===== config.mk =====
export PLATFORM = sky130hd
export DESIGN_NAME = booth_multiplier_param
export DESIGN_NICKNAME = d
export VERILOG_FILES = /design/src/rtl/booth_multiplier_param.sv
export SDC_FILE = /design/constraint.sdc
export NUM_CORES = 1
export LEC_CHECK = 0
export ABC_AREA = 1
export BUFFER_PORTS_ARGS = -buffer_cell sky130_fd_sc_hd__buf_2
export CORE_MARGIN = 1
export CORE_UTILIZATION = 54
export DETAILED_ROUTE_END_ITERATION = 16
export GPL_TIMING_DRIVEN = 1
export MAX_ROUTING_LAYER = met4
export PLACE_DENSITY = 0.76
export SYNTH_ARGS = -nofsm -noshare
export SYNTH_HDL_FRONTEND = slang
export SYNTH_SLANG_ARGS = --single-unit
export TNS_END_PERCENT = 5

===== constraint.sdc =====
create_clock -name clk -period 2.1 [get_ports clk]
set_input_delay 0.315 -clock clk [delete_from_list [all_inputs] [get_ports clk]]
set_output_delay 0.315 -clock clk [all_outputs]
set_load 0.02 [all_outputs]

===== src/rtl/booth_multiplier_param.sv =====
// booth_multiplier_param
// Signed (two's complement) sequential Booth multiplier with serial operand
// loading and a two-beat product readout.
//
// Optional build macro: BOOTH_RADIX4_EN
//   undefined : radix-2 Booth, WIDTH iterations in CALC
//   defined   : modified Booth radix-4, WIDTH/2 iterations in CALC
// Both builds produce bit-identical products; only the CALC latency differs.
//
// Parameters:
//   WIDTH    operand width in bits (even, >= 4)
//   CNT_W    iteration counter width
//
// Ports:
//   clk       rising-edge clock
//   rst       asynchronous active-high reset
//   start     begin an operation (sampled only in IDLE)
//   data_in   operand bus: multiplicand in LOAD_X, multiplier in LOAD_Y
//   data_out  product beat: low half in OUT_LO, high half in OUT_HI, else 0
//   done      high while data_out carries a valid product beat
//   busy      high in every state except IDLE
module booth_multiplier_param #(
  parameter int WIDTH = 8,
  parameter int CNT_W = $clog2(WIDTH) + 1
) (
  input  logic             clk,
  input  logic             rst,
  input  logic             start,
  input  logic [WIDTH-1:0] data_in,
  output logic [WIDTH-1:0] data_out,
  output logic             done,
  output logic             busy
);

`ifdef BOOTH_RADIX4_EN
  // One extra guard bit so that +/-2X fits in the accumulator.
  localparam int AW = WIDTH + 3;
  localparam int N  = WIDTH / 2;
`else
  localparam int AW = WIDTH + 2;
  localparam int N  = WIDTH;
`endif

  typedef enum logic [2:0] {
    IDLE,
    LOAD_X,
    LOAD_Y,
    CALC,
    OUT_LO,
    OUT_HI
  } state_t;

  state_t           state;
  logic [WIDTH-1:0] x_reg;
  logic [WIDTH-1:0] y_reg;
  logic [AW-1:0]    a_reg;
  logic             q_reg;
  logic [CNT_W-1:0] cnt;

  logic [AW-1:0]    x_ext;
  logic [AW-1:0]    a_sum;
  logic [AW-1:0]    a_next;
  logic [WIDTH-1:0] y_next;
  logic             q_next;

  assign x_ext = {{(AW-WIDTH){x_reg[WIDTH-1]}}, x_reg};

`ifdef BOOTH_RADIX4_EN
  logic [AW-1:0] x_dbl;

  assign x_dbl = {x_ext[AW-2:0], 1'b0};

  // One radix-4 Booth step: recode {Y[1],Y[0],q(-1)} into 0, +/-X or +/-2X,
  // accumulate, then arithmetic-shift the {A,Y,q} chain right by two.
  always_comb begin
    a_sum = a_reg;
    case ({y_reg[1:0], q_reg})
      3'b001, 3'b010: a_sum = a_reg + x_ext;
      3'b011:         a_sum = a_reg + x_dbl;
      3'b100:         a_sum = a_reg - x_dbl;
      3'b101, 3'b110: a_sum = a_reg - x_ext;
      default:        a_sum = a_reg;
    endcase
    a_next = {{2{a_sum[AW-1]}}, a_sum[AW-1:2]};
    y_next = {a_sum[1:0], y_reg[WIDTH-1:2]};
    q_next = y_reg[1];
  end
`else
  // One radix-2 Booth step: {Y[0],q(-1)} = 01 adds X, 10 subtracts X,
  // then the {A,Y,q} chain is arithmetic-shifted right by one.
  always_comb begin
    a_sum = a_reg;
    case ({y_reg[0], q_reg})
      2'b01:   a_sum = a_reg + x_ext;
      2'b10:   a_sum = a_reg - x_ext;
      default: a_sum = a_reg;
    endcase
    a_next = {a_sum[AW-1], a_sum[AW-1:1]};
    y_next = {a_sum[0], y_reg[WIDTH-1:1]};
    q_next = y_reg[0];
  end
`endif

  // Control FSM and datapath registers. Outputs are registered; data_out and
  // done default to zero and are only driven while a product beat is valid.
  // After the last iteration the product sits in {A[WIDTH-1:0], Y}.
  always_ff @(posedge clk or posedge rst) begin
    if (rst) begin
      state    <= IDLE;
      x_reg    <= '0;
      y_reg    <= '0;
      a_reg    <= '0;
      q_reg    <= 1'b0;
      cnt      <= '0;
      data_out <= '0;
      done     <= 1'b0;
      busy     <= 1'b0;
    end else begin
      data_out <= '0;
      done     <= 1'b0;
      case (state)
        IDLE: begin
          if (start) begin
            state <= LOAD_X;
            busy  <= 1'b1;
          end
        end
        LOAD_X: begin
          x_reg <= data_in;
          state <= LOAD_Y;
        end
        LOAD_Y: begin
          y_reg <= data_in;
          a_reg <= '0;
          q_reg <= 1'b0;
          cnt   <= CNT_W'(N);
          state <= CALC;
        end
        CALC: begin
          if (cnt != '0) begin
            a_reg <= a_next;
            y_reg <= y_next;
            q_reg <= q_next;
            cnt   <= cnt - CNT_W'(1);
          end else begin
            data_out <= y_reg;
            done     <= 1'b1;
            state    <= OUT_LO;
          end
        end
        OUT_LO: begin
          data_out <= a_reg[WIDTH-1:0];
          done     <= 1'b1;
          state    <= OUT_HI;
        end
        OUT_HI: begin
          busy  <= 1'b0;
          state <= IDLE;
        end
        default: begin
          busy  <= 1'b0;
          state <= IDLE;
        end
      endcase
    end
  end

endmodule


==> summary.txt <==
Synthesis
  – Largest area contributor in the netlist: dfrtp_1
  – Post-synth EDFFs: 0
  – Async SR Flop Fraction: 100.0%
  – Top cells by area, synth: dfrtp_1 (43%), nand2_1 (12%), inv_1 (8.0%)
  – Main synth FF type: dfrtp_1
  – Flop and latch count out of synthesis: 43
  – Avg Inst Size Synth: ~7.6 sq um
  – Synth top area share: 42.72%
  – Synth top cells by count: nand2_1 (82), inv_1 (54), dfrtp_1 (43)
  – Synth Instances: 330
  – Yosys warns: 0
  – Post-Syn Nets: about 350
  – Top-count cell post-synth: nand2_1
  – Yosys cell types: 27
  – Mapped Area: between 2000 and 3000 sq um
  – Register area share after synthesis: 42.72%

STA
  – Worst slew pin tran: ~0.55 ns
  – Final setup viols: 5
  – Slew Limit Fails: 0
  – RSZ-0062 raised after global routing: true
  – Worst rel slew slack: around 63%
  – Final period util: 105.9%
  – Hold slack: ~0.14 ns
  – Final WS setup: -0.1236 ns
  – Post-route setup TNS: -0.3460 ns
  – Endpoints failing hold: 0
  – Final min period: 2.224 ns
  – Max Freq: roughly 0.45 GHz
  – Worst Clk Skew: ~0.0037 ns

Route
  – Post-detailed-routing wire length: 6630 um
  – DR vias: 2408
  – Met3 wire len: about 380 um
  – DR vias/cell: about 5.5
  – Iteration-0 DRC Markers: about 160
  – DRC viols: 0
  – Antenna-violating nets left: 0
  – M1 WL: 2789 um
  – Highest metal used: met4
  – First-pass detailed-route iteration total: 4
  – WL/cell: ~15 um
  – Met2 WL post-DR: 3251 um

Die
  – Die height: roughly 70 um
  – Die X: approximately 70 um
  – Core Box Area: 4414 sq um
  – Row count: 24
  – Boundary Pins: 21
  – Die area: between 4000 and 5000 sq um
  – Initial core utilization: 57.06%

Global routing
  – Initial antenna violation count: 0
  – First-pass GRT wire length: between 10000 and 15000 um
  – GRT Resource Usage Total: 29.60%
  – GRT Residual Overflow: 0
  – Largest net degree at the start of global routing: 44
  – Vias in the first global route: roughly 2300

Setup path
  – Worst Setup SP: x_reg[1]
  – Worst setup EP type: register
  – Reg2reg end: a_reg[8]
  – R2R cell count: 19
  – Critical Path End: a_reg[8]
  – Critical path, cell by cell: inv_2, ha_4, nand2_4, nor2_4, nor2_2, xor2_1, inv_1, ha_4, buf_6, nand2_4, inv_4, nand2_2, nand2_1, nand2_1, nand3_2, inv_1, nand2_1, nand3_1, nand2_1
  – Worst EP required: ~2.3 ns
  – CP arrival: 2.42 ns
  – Internal reg-to-reg setup slack: -0.12 ns
  – Slowest CP cell: dfrtp_1
  – Top cell by count, worst path: nand2_1
  – Startpoint Class: register
  – Crit path max fanout: 3
  – Crit path largest cell delay: 0.41 ns
  – Worst reg2reg startpoint: x_reg[1]
  – Crit Path Category: reg -> reg

Worst hold path
  – Hold Crit Class: in -> async

Cells and area
  – Share of cells above drive strength 1: 29.69%
  – Fillcell total: 315
  – P&R area growth vs syn: 29.16%
  – Final #Nets: about 410
  – Fin area: around 3300 sq um
  – Antenna Cells: 0
  – Largest register FFs: 9

CTS
  – Num Clock Sinks: 43
  – CTS buffer count: 5
  – H-Tree Depth: 2
  – Max clock buf depth: 2
  – CTS Hold Buffers Added: 0
  – CTS tree: done
  – Root Driver: clkbuf_8
  – Clk pin slew, worst setup/hold paths: ~0.08 ns
  – Worst skew pair latency: 0.30 ns

Job
  – Max-cap violations: 0

Run status
  – Failing checks: negative setup slack
  – Outcome: complete, but fails checks

Place
  – Placed cell area: ~2900 sq um
  – Input/output buffers: 20
  – GP Congestion: 0.8993
  – Post-DP HPWL: approximately 4500 um
  – Setup WS pre-CTS: -0.2982 ns
critical path: cells and delay by family (launching register included):
kind                       cells  cell delay (ns)
and+or+nand+nor               11             0.73
DFF                            1             0.41
xor gates and xnor gates       1             0.16
buffers and inverters          5             0.42
adders and majority gates      2             0.42
layout by cell type (no fill, tap or decap), drive strengths merged:
cell type	count
nand2	84
inv	54
buf	54
dfrtp	43
nor2	26
nand3	22
o21ai	20
a21oi	20
o22ai	13
ha	12
a31oi	8
clkbuf	6
xor2	5
nand4	4
xnor2	2
o31ai	2
clkinv	2
nor3	1
or2	1
o21a	1
mux2	1
o22a	1
fa	1
clkinvlp	1
how the worst min path moves through the flow:
stage                           from  endpoint  slack [ns]
after floorplan           data_in[4]  x_reg[4]        0.47
after global placement           rst      done        0.47
after detailed placement         rst    cnt[2]        0.48
after CTS                        rst    cnt[2]        0.15
after global routing             rst    cnt[2]        0.17
final                            rst    cnt[2]        0.14
timing repair:
| item | 4_1_cts | 5_1_grt |
|---|---|---|
| gates resized for setup | 40 | 25 |
| endpoints found under the setup margin | 7 | 8 |
| pin swaps | 14 | 14 |
| setup buffers | 4 | 0 |
through the flow:
step,instances,util (%)
floorplan,330,-
global placement,424,65.16
detailed placement,424,65.16
CTS,436,71.68
global route,436,73.70
finish,436,73.70
cells by family after synthesis:
group	Yosys count	synth area share [%]
compound gates	65	14.41
fa+ha+maj	13	6.756
xor+xnor	7	2.434
simple gates	138	23.25
mux	1	0.4471
buf+inv	63	9.985
flops	43	42.72
final cells by class:
cell class                      instances  area, sq um  share of cell area (%)
Sequential cell                        43         1076                   33.08
Clock buffer                            6        72.57                   2.231
Timing Repair Buffer                   54        370.4                   11.38
Multi-Input combinational cell        224         1448                   44.50
Tap cell                               52        65.06                   2.000
Clock inverter                          2        12.51                  0.3846
Inverter                               55        209.0                   6.423
routing by layer:
layer | track usage [%] | vias up
li1 | - | 1179
met1 | 38.03 | 1129
met4 | 11.78 | 0
met5 | - | -
met2 | 46.67 | 83
met3 | 5.051 | 17
Power is left out: the tool's default activity adds up to more than one toggle a clock period on the data nets, which glitch-free logic cannot reach.
